### src/rtl/rfid_poll_scheduler.sv
// rfid_poll_scheduler: periodic RFID poll sequencer with timeout, card de-duplication
// and a 4-entry tag table lookup, presenting one handshaked event per card.
module rfid_poll_scheduler #(
    parameter int POLL_PERIOD = 5_000_000,
    parameter int TIMEOUT     = 1_000_000,
    parameter int HOLD_POLLS  = 3
) (
    input  logic        clk,
    input  logic        rst,
    input  logic        enable,
    output logic        rdr_start,
    input  logic        rdr_done,
    input  logic [31:0] rdr_uid,
    input  logic        tag_we,
    input  logic [1:0]  tag_addr,
    input  logic [31:0] tag_wdata,
    output logic        event_valid,
    input  logic        event_ready,
    output logic [31:0] event_uid,
    output logic        event_hit,
    output logic [1:0]  event_idx,
    output logic        timeout_err,
    output logic        busy
);
    localparam int PW = $clog2(POLL_PERIOD);
    localparam int TW = $clog2(TIMEOUT);

    typedef enum logic [2:0] {IDLE, WAIT_PERIOD, START, WAIT_DONE, MATCH, EMIT} state_t;

    state_t      state, state_nxt;
    logic [PW-1:0] period_cnt;
    logic [TW-1:0] to_cnt;
    logic [31:0] cap_uid, last_uid;
    logic [3:0]  absent_cnt, absent_inc;
    logic [31:0] tags [4];
    logic        hit, new_card;
    logic [1:0]  idx;

    assign busy       = state != IDLE;
    assign new_card   = cap_uid != '0 && cap_uid != last_uid;
    assign absent_inc = absent_cnt >= 4'(HOLD_POLLS) ? absent_cnt : absent_cnt + 4'd1;

    // Scan downward so the lowest matching index is the one left standing
    always_comb begin
        hit = 1'b0;
        idx = 2'd0;
        for (int i = 3; i >= 0; i--)
            if (tags[i] != '0 && tags[i] == cap_uid) begin
                hit = 1'b1;
                idx = 2'(i);
            end
    end

    always_ff @(posedge clk or negedge rst)
        if (!rst) state <= IDLE;
        else      state <= state_nxt;

    always_comb begin
        state_nxt   = state;
        rdr_start   = 1'b0;
        timeout_err = 1'b0;
        event_valid = 1'b0;
        case (state)
            IDLE:        state_nxt = enable ? WAIT_PERIOD : IDLE;
            WAIT_PERIOD: state_nxt = !enable ? IDLE : (period_cnt == '0 ? START : WAIT_PERIOD);
            START: begin
                rdr_start = 1'b1;
                state_nxt = WAIT_DONE;
            end
            WAIT_DONE: begin
                timeout_err = !rdr_done && to_cnt == '0;
                state_nxt   = (rdr_done || to_cnt == '0) ? MATCH : WAIT_DONE;
            end
            MATCH:       state_nxt = new_card ? EMIT : (enable ? WAIT_PERIOD : IDLE);
            EMIT: begin
                event_valid = 1'b1;
                state_nxt   = !event_ready ? EMIT : (enable ? WAIT_PERIOD : IDLE);
            end
            default:     state_nxt = IDLE;
        endcase
    end

    always_ff @(posedge clk or negedge rst) begin
        if (!rst) begin
            period_cnt <= '0;
            to_cnt     <= '0;
            cap_uid    <= '0;
            last_uid   <= '0;
            absent_cnt <= '0;
            event_uid  <= '0;
            event_hit  <= 1'b0;
            event_idx  <= '0;
            for (int i = 0; i < 4; i++) tags[i] <= '0;
        end else begin
            if (tag_we) tags[tag_addr] <= tag_wdata;
            if (state_nxt == WAIT_PERIOD && state != WAIT_PERIOD) period_cnt <= PW'(POLL_PERIOD - 1);
            else if (state == WAIT_PERIOD && period_cnt != '0) period_cnt <= period_cnt - PW'(1);
            if (state == START) to_cnt <= TW'(TIMEOUT - 1);
            else if (state == WAIT_DONE && to_cnt != '0) to_cnt <= to_cnt - TW'(1);
            // A timed-out transaction is treated exactly like a reader reporting no card
            if (state == WAIT_DONE && (rdr_done || to_cnt == '0)) cap_uid <= rdr_done ? rdr_uid : '0;
            if (state == MATCH) begin
                if (cap_uid == '0) begin
                    absent_cnt <= absent_inc;
                    if (absent_inc == 4'(HOLD_POLLS)) last_uid <= '0;
                end else begin
                    absent_cnt <= '0;
                    if (new_card) begin
                        last_uid  <= cap_uid;
                        event_uid <= cap_uid;
                        event_hit <= hit;
                        event_idx <= idx;
                    end
                end
            end
        end
    end
endmodule

### config.mk
export PLATFORM = sky130hd
export DESIGN_NAME = rfid_poll_scheduler
export DESIGN_NICKNAME = d
export VERILOG_FILES = /design/src/rtl/rfid_poll_scheduler.sv
export SDC_FILE = /design/constraint.sdc
export NUM_CORES = 1
export LEC_CHECK = 0
export BUFFER_PORTS_ARGS = -buffer_cell sky130_fd_sc_hd__buf_4
export CAP_MARGIN = 30
export CORE_MARGIN = 1.5
export CORE_UTILIZATION = 40
export DETAILED_ROUTE_END_ITERATION = 8
export PLACE_DENSITY = 0.62
export SLEW_MARGIN = 20
export SYNTH_ARGS = -nofsm -noshare
export SYNTH_HDL_FRONTEND = slang
export SYNTH_SLANG_ARGS = --single-unit
### constraint.sdc
create_clock -name clk -period 3.1 [get_ports clk]
set_input_delay 0.775 -clock clk [delete_from_list [all_inputs] [get_ports clk]]
set_output_delay 0.775 -clock clk [all_outputs]
set_load 0.05 [all_outputs]
==> metrics.txt, run 1 <==
status=completed; clock sink total=~280; CP Buf/Inv Count=1; setup violators final=0; Critical R2R Capture=last_uid[14]$_DFFE_PN0P_; R2R cell count=7; WS Path Type=reg2out; overall power=slightly below 9000 uW; Rel. slew slack=between 50% and 60%; placed instance area=around 15000 um2; Via density=5.53; vias in the first global route=9215; Initial Utilization=41.0%; Slew @ Worst Pin=~0.66 ns; via count=around 9000; CTS tree=done; Seq/Total Area, Yosys=53.0%; Post-synth top cells=dfrtp_1, mux2_2, xor2_1, nor4_1, xnor2_1; R2R Setup Slk=between 0.4 and 0.5 ns; Total GRT Usage=between 20% and 30%; first-pass GRT wire length=between 50000 and 60000 um; CTS buffer count=30; post-route clock period utilization=a little over nine tenths; WP data required=between 2 and 2.5 ns; crit path DAT=between 2 and 2.5 ns; ant diodes=0; worst-path fanout max=6; number of I/O port buffers=110; Top delay family on crit path=simple AND/OR/NAND/NOR gates; Netlist cell types=between 40 and 50; Post-Syn Nets=roughly 1100; worst setup margin=about 0.12 ns; skew final=between 0.01 and 0.015 ns; hold crit path type=in2async; cell area after synthesis=~13000 um2; crit path launch type=flip-flop; Iter 0 DRT Violations=approximately 380; design area=15600 um2; total of max-cap violations=0; Slew Limit Fails=0; largest family of logic cells by synthesized area=multiplexers; Crit path depth=5; Die ar.=between 30000 and 40000 um2; mux cell area share after synthesis=13.8%; Synth Register Bits=277; Total Nets Final=1264; io pins=about 110; Post-Synth Simple-Gate Area=approximately 11%; Cell Rows=65; wire length per cell=roughly 22 um; post-CTS sizing=1; clk_lat worst skew=~0.56 ns; Power Density=574 nW/um2; share of layout cells above drive strength 1=28.2%; Initial DRT Pass Iterations=6; Adder-Cell Fraction of Synth Area=less than 1%; final setup TNS=0 ns; multi-input combinational cell area=5840 um2; GPL Wtd Cong=approximately 1.0; GRT overflow=0; Yosys Warn Count=0; worst slack, placed=around 0.42 ns; worst vdd ir=approximately 0.00043 V; Area growth syn-to-layout=19.1%; reg2reg start=cap_uid[23]$_DFFE_PN0P_; clk buf depth=3; Hold Vio Cnt, Final=0; Main synth FF type=dfrtp_1; cells taking the most area after synthesis=dfrtp_1, mux2_2, xor2_1; antenna violations before repair=0; die width=between 150 and 200 um; setup bufs post-CTS=0; Post-route DRC=0; endpoint type of the worst setup path=primary output; ys async rst share=100%; Worst-path clk slew=around 0.06 ns; Hold Buf Count CTS=0; Core Area=31900 um2; CTS HTree Levels=1; CP Cell Sequence=nor4_4 -> nand3b_1 -> nor2_2 -> and4b_1 -> buf_4; Post-Syn Area per Cell=12.2 um2; leakage power=0.00716 uW; Root Driver=clkbuf_16; drt total wl=around 37000 um; post-synthesis xor/xnor area fraction=between 10% and 20%; Syn Inst Count=around 1100; start point of the critical path=to_cnt[7]$_DFFE_PN0P_; post-route ant nets=0; largest net degree at the start of global routing=77; top cell type's share of synthesized area=a little over half; Post-synth EDFFs=0; DP HPWL=around 28000 um; worst setup path end=timeout_err; Synth Area in Compound Gates=around 6.3%; crit-path max cell delay=0.45 ns; slowest stage cell, crit path=dfrtp_1; die height=~180 um; cell taking the most area after synthesis=dfrtp_1; f_max=about 340 MHz; most frequent cell after synthesis=dfrtp_1; Layout fillers=~2900; min Tclk post-route=2.98 ns; RSZ-0062 raised after global routing=false; storage element area=6930 um2
-- sequential cells by signal, indices dropped and copies added, names as in the netlist --
signal      flops
absent_cnt      4
cap_uid        32
event_hit       1
event_idx       2
event_uid      32
last_uid       32
period_cnt     23
state           3
tags          128
to_cnt         20
-- stage by stage --
stage	hold slack, ns	utilization [%]	instances
detailed placement	0.477	45.7	1592
global route	0.232	48.8	1647
floorplan	0.468	-	1073
global placement	0.463	45.7	1592
CTS	0.205	48.8	1647
finish	0.197	48.8	1647
-- layout make-up --
type                            instances  share of cell area [%]
Inverter                               12                   0.289
Clock buffer                           42                    5.31
Clock inverter                         13                    1.01
Sequential cell                       277                    44.5
Timing Repair Buffer                  154                    7.80
Tap cell                              435                    3.50
Multi-Input combinational cell        714                    37.6
-- worst register-to-register path, delay by kind of cell, from the launching register on --
family	cells	cell delay [ns]
simple gates	4	0.89
mux	1	0.37
flops	1	0.53
buf+inv	1	0.36
compound gates	1	0.40
-- worst min path at each step --
| stage | from | endpoint | depth (start not counted) |
|---|---|---|---|
| 2_1_floorplan | period_cnt[22]$_DFFE_PN0P_ | period_cnt[22]$_DFFE_PN0P_ | 2 |
| 5_1_grt | rst | to_cnt[3]$_DFFE_PN0P_ | 1 |
| 4_1_cts | rst | to_cnt[12]$_DFFE_PN0P_ | 1 |
| 3_5_place_dp | event_uid[31]$_DFFE_PN0P_ | event_uid[31]$_DFFE_PN0P_ | 2 |
| 6_report | rst | to_cnt[16]$_DFFE_PN0P_ | 1 |
| 3_3_place_gp | event_uid[31]$_DFFE_PN0P_ | event_uid[31]$_DFFE_PN0P_ | 2 |
-- per-layer routing --
layer / vias up / wire [um] / part of all wire [%] / track usage, %
li1: 4123 / - / - / -
met4: 0 / 1460 / 4.0 / 8.00
met3: 94 / 1510 / 4.1 / 3.03
met1: 4646 / 16100 / 44 / 29.7
met2: 246 / 17900 / 48 / 37.2
met5: - / 0 / 0 / 0
-- placed cells by master (no fill, tap or decap), types with 4 or more instances in the layout --
cell type and n:
nor3_1 20, inv_1 11, nor4_1 84, or3_1 6, nand2_1 33, nand3_1 13, nand3b_1 6, nand4_1 32
o21ai_0 10, buf_12 4, a22o_1 64, clkinv_2 7, or4_1 4, and2_1 12, clkbuf_16 30, xnor2_1 77
buf_4 149, o211ai_1 5, xor2_1 117, mux2_1 28, clkbuf_1 9, mux2_2 132, nor2_1 22, dfrtp_1 277
nor2b_1 4, a21oi_1 7
-- where the power goes --
part	internal, uW	switching [uW]
Clock	2100	1450
Combinational	518	474
Sequential	3950	446
Total	6570	2370
-- cell families after synthesis --
family                   count (synthesis)
AO/OA/AOI/OAI                          102
XOR/XNOR                               194
adder cells (fa/ha/maj)                  3
buffers and inverters                   82
flip-flops                             277
multiplexers                           160
AND/OR/NAND/NOR                        255
Power figures use the tool's default switching activity.
==> inputs of run 2 (changes only) <==
--- a/config.mk
+++ b/config.mk
@@ -10,6 +10,7 @@
 export CORE_MARGIN = 1.5
 export CORE_UTILIZATION = 40
 export DETAILED_ROUTE_END_ITERATION = 8
+export MAX_ROUTING_LAYER = met4
 export PLACE_DENSITY = 0.62
 export SLEW_MARGIN = 20
 export SYNTH_ARGS = -nofsm -noshare
==> run 2 against run 1 <==
Hold slack got worse by 0.025 ns. Wire length rose by 2.1%. Clock power increased by 12%. Critical endpoint unchanged. Clock skew decreased by 0.0068 ns. Largest power group unchanged. Maximum frequency grew 0.48%. First-iteration DRC count grew 42%.
==> metrics.txt, run 2 (synthesis gave the netlist of run 1 again) <==
Post-route DRC=0 (unchanged); Slew Limit Fails=0 (unchanged); CTS tree=done (unchanged); final setup TNS=0 ns (unchanged); clk_lat worst skew=0.58 ns (was 0.56 ns); status=completed (unchanged); CP Buf/Inv Count=1 (unchanged); Biggest register=tags (unchanged); endpoint type of the worst setup path=primary output (unchanged); Top delay family on crit path=simple AND/OR/NAND/NOR gates (unchanged); Worst-path clk slew=0.06 ns (about the same); Flop pwr share=46.7% (was 49.2%); Via density=5.46 (was 5.53); io pins=111 (unchanged); RSZ-0062 raised after global routing=false (unchanged); Root Driver=clkbuf_16 (unchanged); Slew @ Worst Pin=0.669 ns (was 0.656 ns); Iter 0 DRT Violations=543 (was 382); WS Path Type=reg2out (unchanged); WHS=0.172 ns (was 0.197 ns); Hold Buf Count CTS=0 (unchanged); CTS HTree Levels=1 (unchanged); clock network fraction of design power=42.6% (was 39.8%); switching power=2450 uW (was 2370 uW); post-route ant nets=0 (unchanged); largest net degree at the start of global routing=71 (was 77); die height=184 um (unchanged); worst setup margin=0.139 ns (was 0.125 ns); DP HPWL=27800 um (was 27700 um); worst vdd ir=0.000440 V (was 0.000425 V); design area=15800 um2 (was 15600 um2); total of max-cap violations=0 (unchanged); Initial Utilization=41.0% (unchanged); switching share of power=26.2% (was 26.5%); drt total wl=37700 um (was 37000 um); Area growth syn-to-layout=20.7% (was 19.1%); f_max=338 MHz (was 336 MHz); leakage power=0.00727 uW (was 0.00716 uW); crit path DAT=2.19 ns (was 2.20 ns); number of I/O port buffers=110 (unchanged); Core Area=31900 um2 (unchanged); max FFs per register=128 (unchanged); GPL Wtd Cong=0.962 (was 0.998); logic gate share of total power=10.7% (was 11.1%); CTS buffer count=31 (was 30); share of layout cells above drive strength 1=29.2% (was 28.2%); worst-path fanout max=6 (unchanged); most common cell after layout, fill and taps aside=dfrtp_1 (unchanged); die width=184 um (unchanged); Initial DRT Pass Iterations=5 (was 6); final core occ=49.5% (was 48.8%); GRT overflow=0 (unchanged); Power Density=593 nW/um2 (was 574 nW/um2); Rel. slew slack=55.0% (was 55.9%); hold crit path type=in2async (unchanged); Pint=6910 uW (was 6570 uW); post-route clock period utilization=95.5% (was 96.0%); setup violators final=0 (unchanged); most frequent cells in the layout=dfrtp_1, buf_4, mux2_2 (unchanged); WP data required=2.32 ns (about the same); min Tclk post-route=2.96 ns (was 2.98 ns); antenna violations before repair=0 (unchanged); placed instance area=14600 um2 (about the same); R2R Setup Slk=0.32 ns (was 0.42 ns); Hold Vio Cnt, Final=0 (unchanged); clock sink total=277 (unchanged); CP Cell Sequence=nor4_4 -> nand3b_1 -> nor2_2 -> and4b_1 -> buf_4 (unchanged); clk buf depth=3 (unchanged); first-pass GRT wire length=57800 um (was 56800 um); Die ar.=33800 um2 (unchanged); vias in the first global route=9439 (was 9215); wire length per cell=22.8 um (was 22.4 um); Total GRT Usage=23.5% (was 22.3%); Total Nets Final=1272 (was 1264); skew final=0.00816 ns (was 0.0149 ns); setup bufs post-CTS=0 (unchanged); crit path launch type=flip-flop (unchanged); ant diodes=0 (unchanged); Cell Rows=65 (unchanged); via count=9050 (was 9109); crit-path max cell delay=0.45 ns (about the same); slowest stage cell, crit path=dfrtp_1 (unchanged); worst slack, placed=0.356 ns (was 0.422 ns)
run 2: cell types whose count changed in the layout (fill, tap and decap cells not counted), sizes merged:
cell | before | now
buf | 154 | 161
inv | 12 | 14
clkinv | 9 | 6
clkinvlp | 1 | 3
bufinv | 3 | 6
clkbuf | 42 | 40
run 2: final cells by class:
| class | count | area (um2) |
|---|---|---|
| inverter | 12 | 45.0 |
| timing repair buffer | 161 | 1280 |
| multi-input combinational | 714 | 5860 |
| sequential | 277 | 6930 |
| clock buffer | 40 | 850 |
| fill | 2883 | 16100 |
| tap | 435 | 544 |
| clock inverter | 17 | 269 |
run 2: path summary, 6_finish.rpt:
kind                                           start  cells after the start                   endpoint
min in group clk                         rdr_uid[15]                      2    cap_uid[15]$_DFFE_PN0P_
min                                              rst                      1     to_cnt[17]$_DFFE_PN0P_
max reg2reg                   cap_uid[0]$_DFFE_PN0P_                      7    last_uid[6]$_DFFE_PN0P_
max in group asynchronous                        rst                      2       tags[83]$_DFFE_PN0P_
min reg2reg                event_uid[31]$_DFFE_PN0P_                      2  event_uid[31]$_DFFE_PN0P_
max                            to_cnt[7]$_DFFE_PN0P_                      5                timeout_err
run 2: metal layers:
| metal | global-route usage [%] | vias up | share of wire (%) |
|---|---|---|---|
| li1 | - | 4113 | - |
| met1 | 29.9 | 4636 | 44 |
| met2 | 38.6 | 213 | 49 |
| met3 | 2.63 | 88 | 3.5 |
| met4 | 9.08 | 0 | 4.2 |
| met5 | - | - | 0 |
run 2: stage by stage:
stage	power, uW	cells
2_1_floorplan	4870	1073
3_3_place_gp	5410	1599
3_5_place_dp	5430	1599
4_1_cts	9430	1656
5_1_grt	9700	1656
6_report	9360	1656
run 2: repair_timing:
| action | 4_1_cts | 5_1_grt |
|---|---|---|
| hold endpoints to repair | 0 | 0 |
| gates resized for setup | 2 | 4 |
| pin swaps | 0 | 0 |
| endpoints found under the setup margin | 1 | 1 |
run 2: worst reg2reg max path, delay by kind of cell (launching register included):
kind	cells	cell delay, ns
compound gates	1	0.41
simple gates	4	1.10
flops	1	0.39
mux	1	0.37
buf+inv	1	0.39
run 2: power groups by stage:
stage	logic (uW)	clock network, uW	registers [uW]
2_1_floorplan	617	0	4250
3_3_place_gp	992	0	4420
3_5_place_dp	1010	0	4430
4_1_cts	1010	4060	4360
5_1_grt	1080	4220	4400
6_report	997	3990	4370
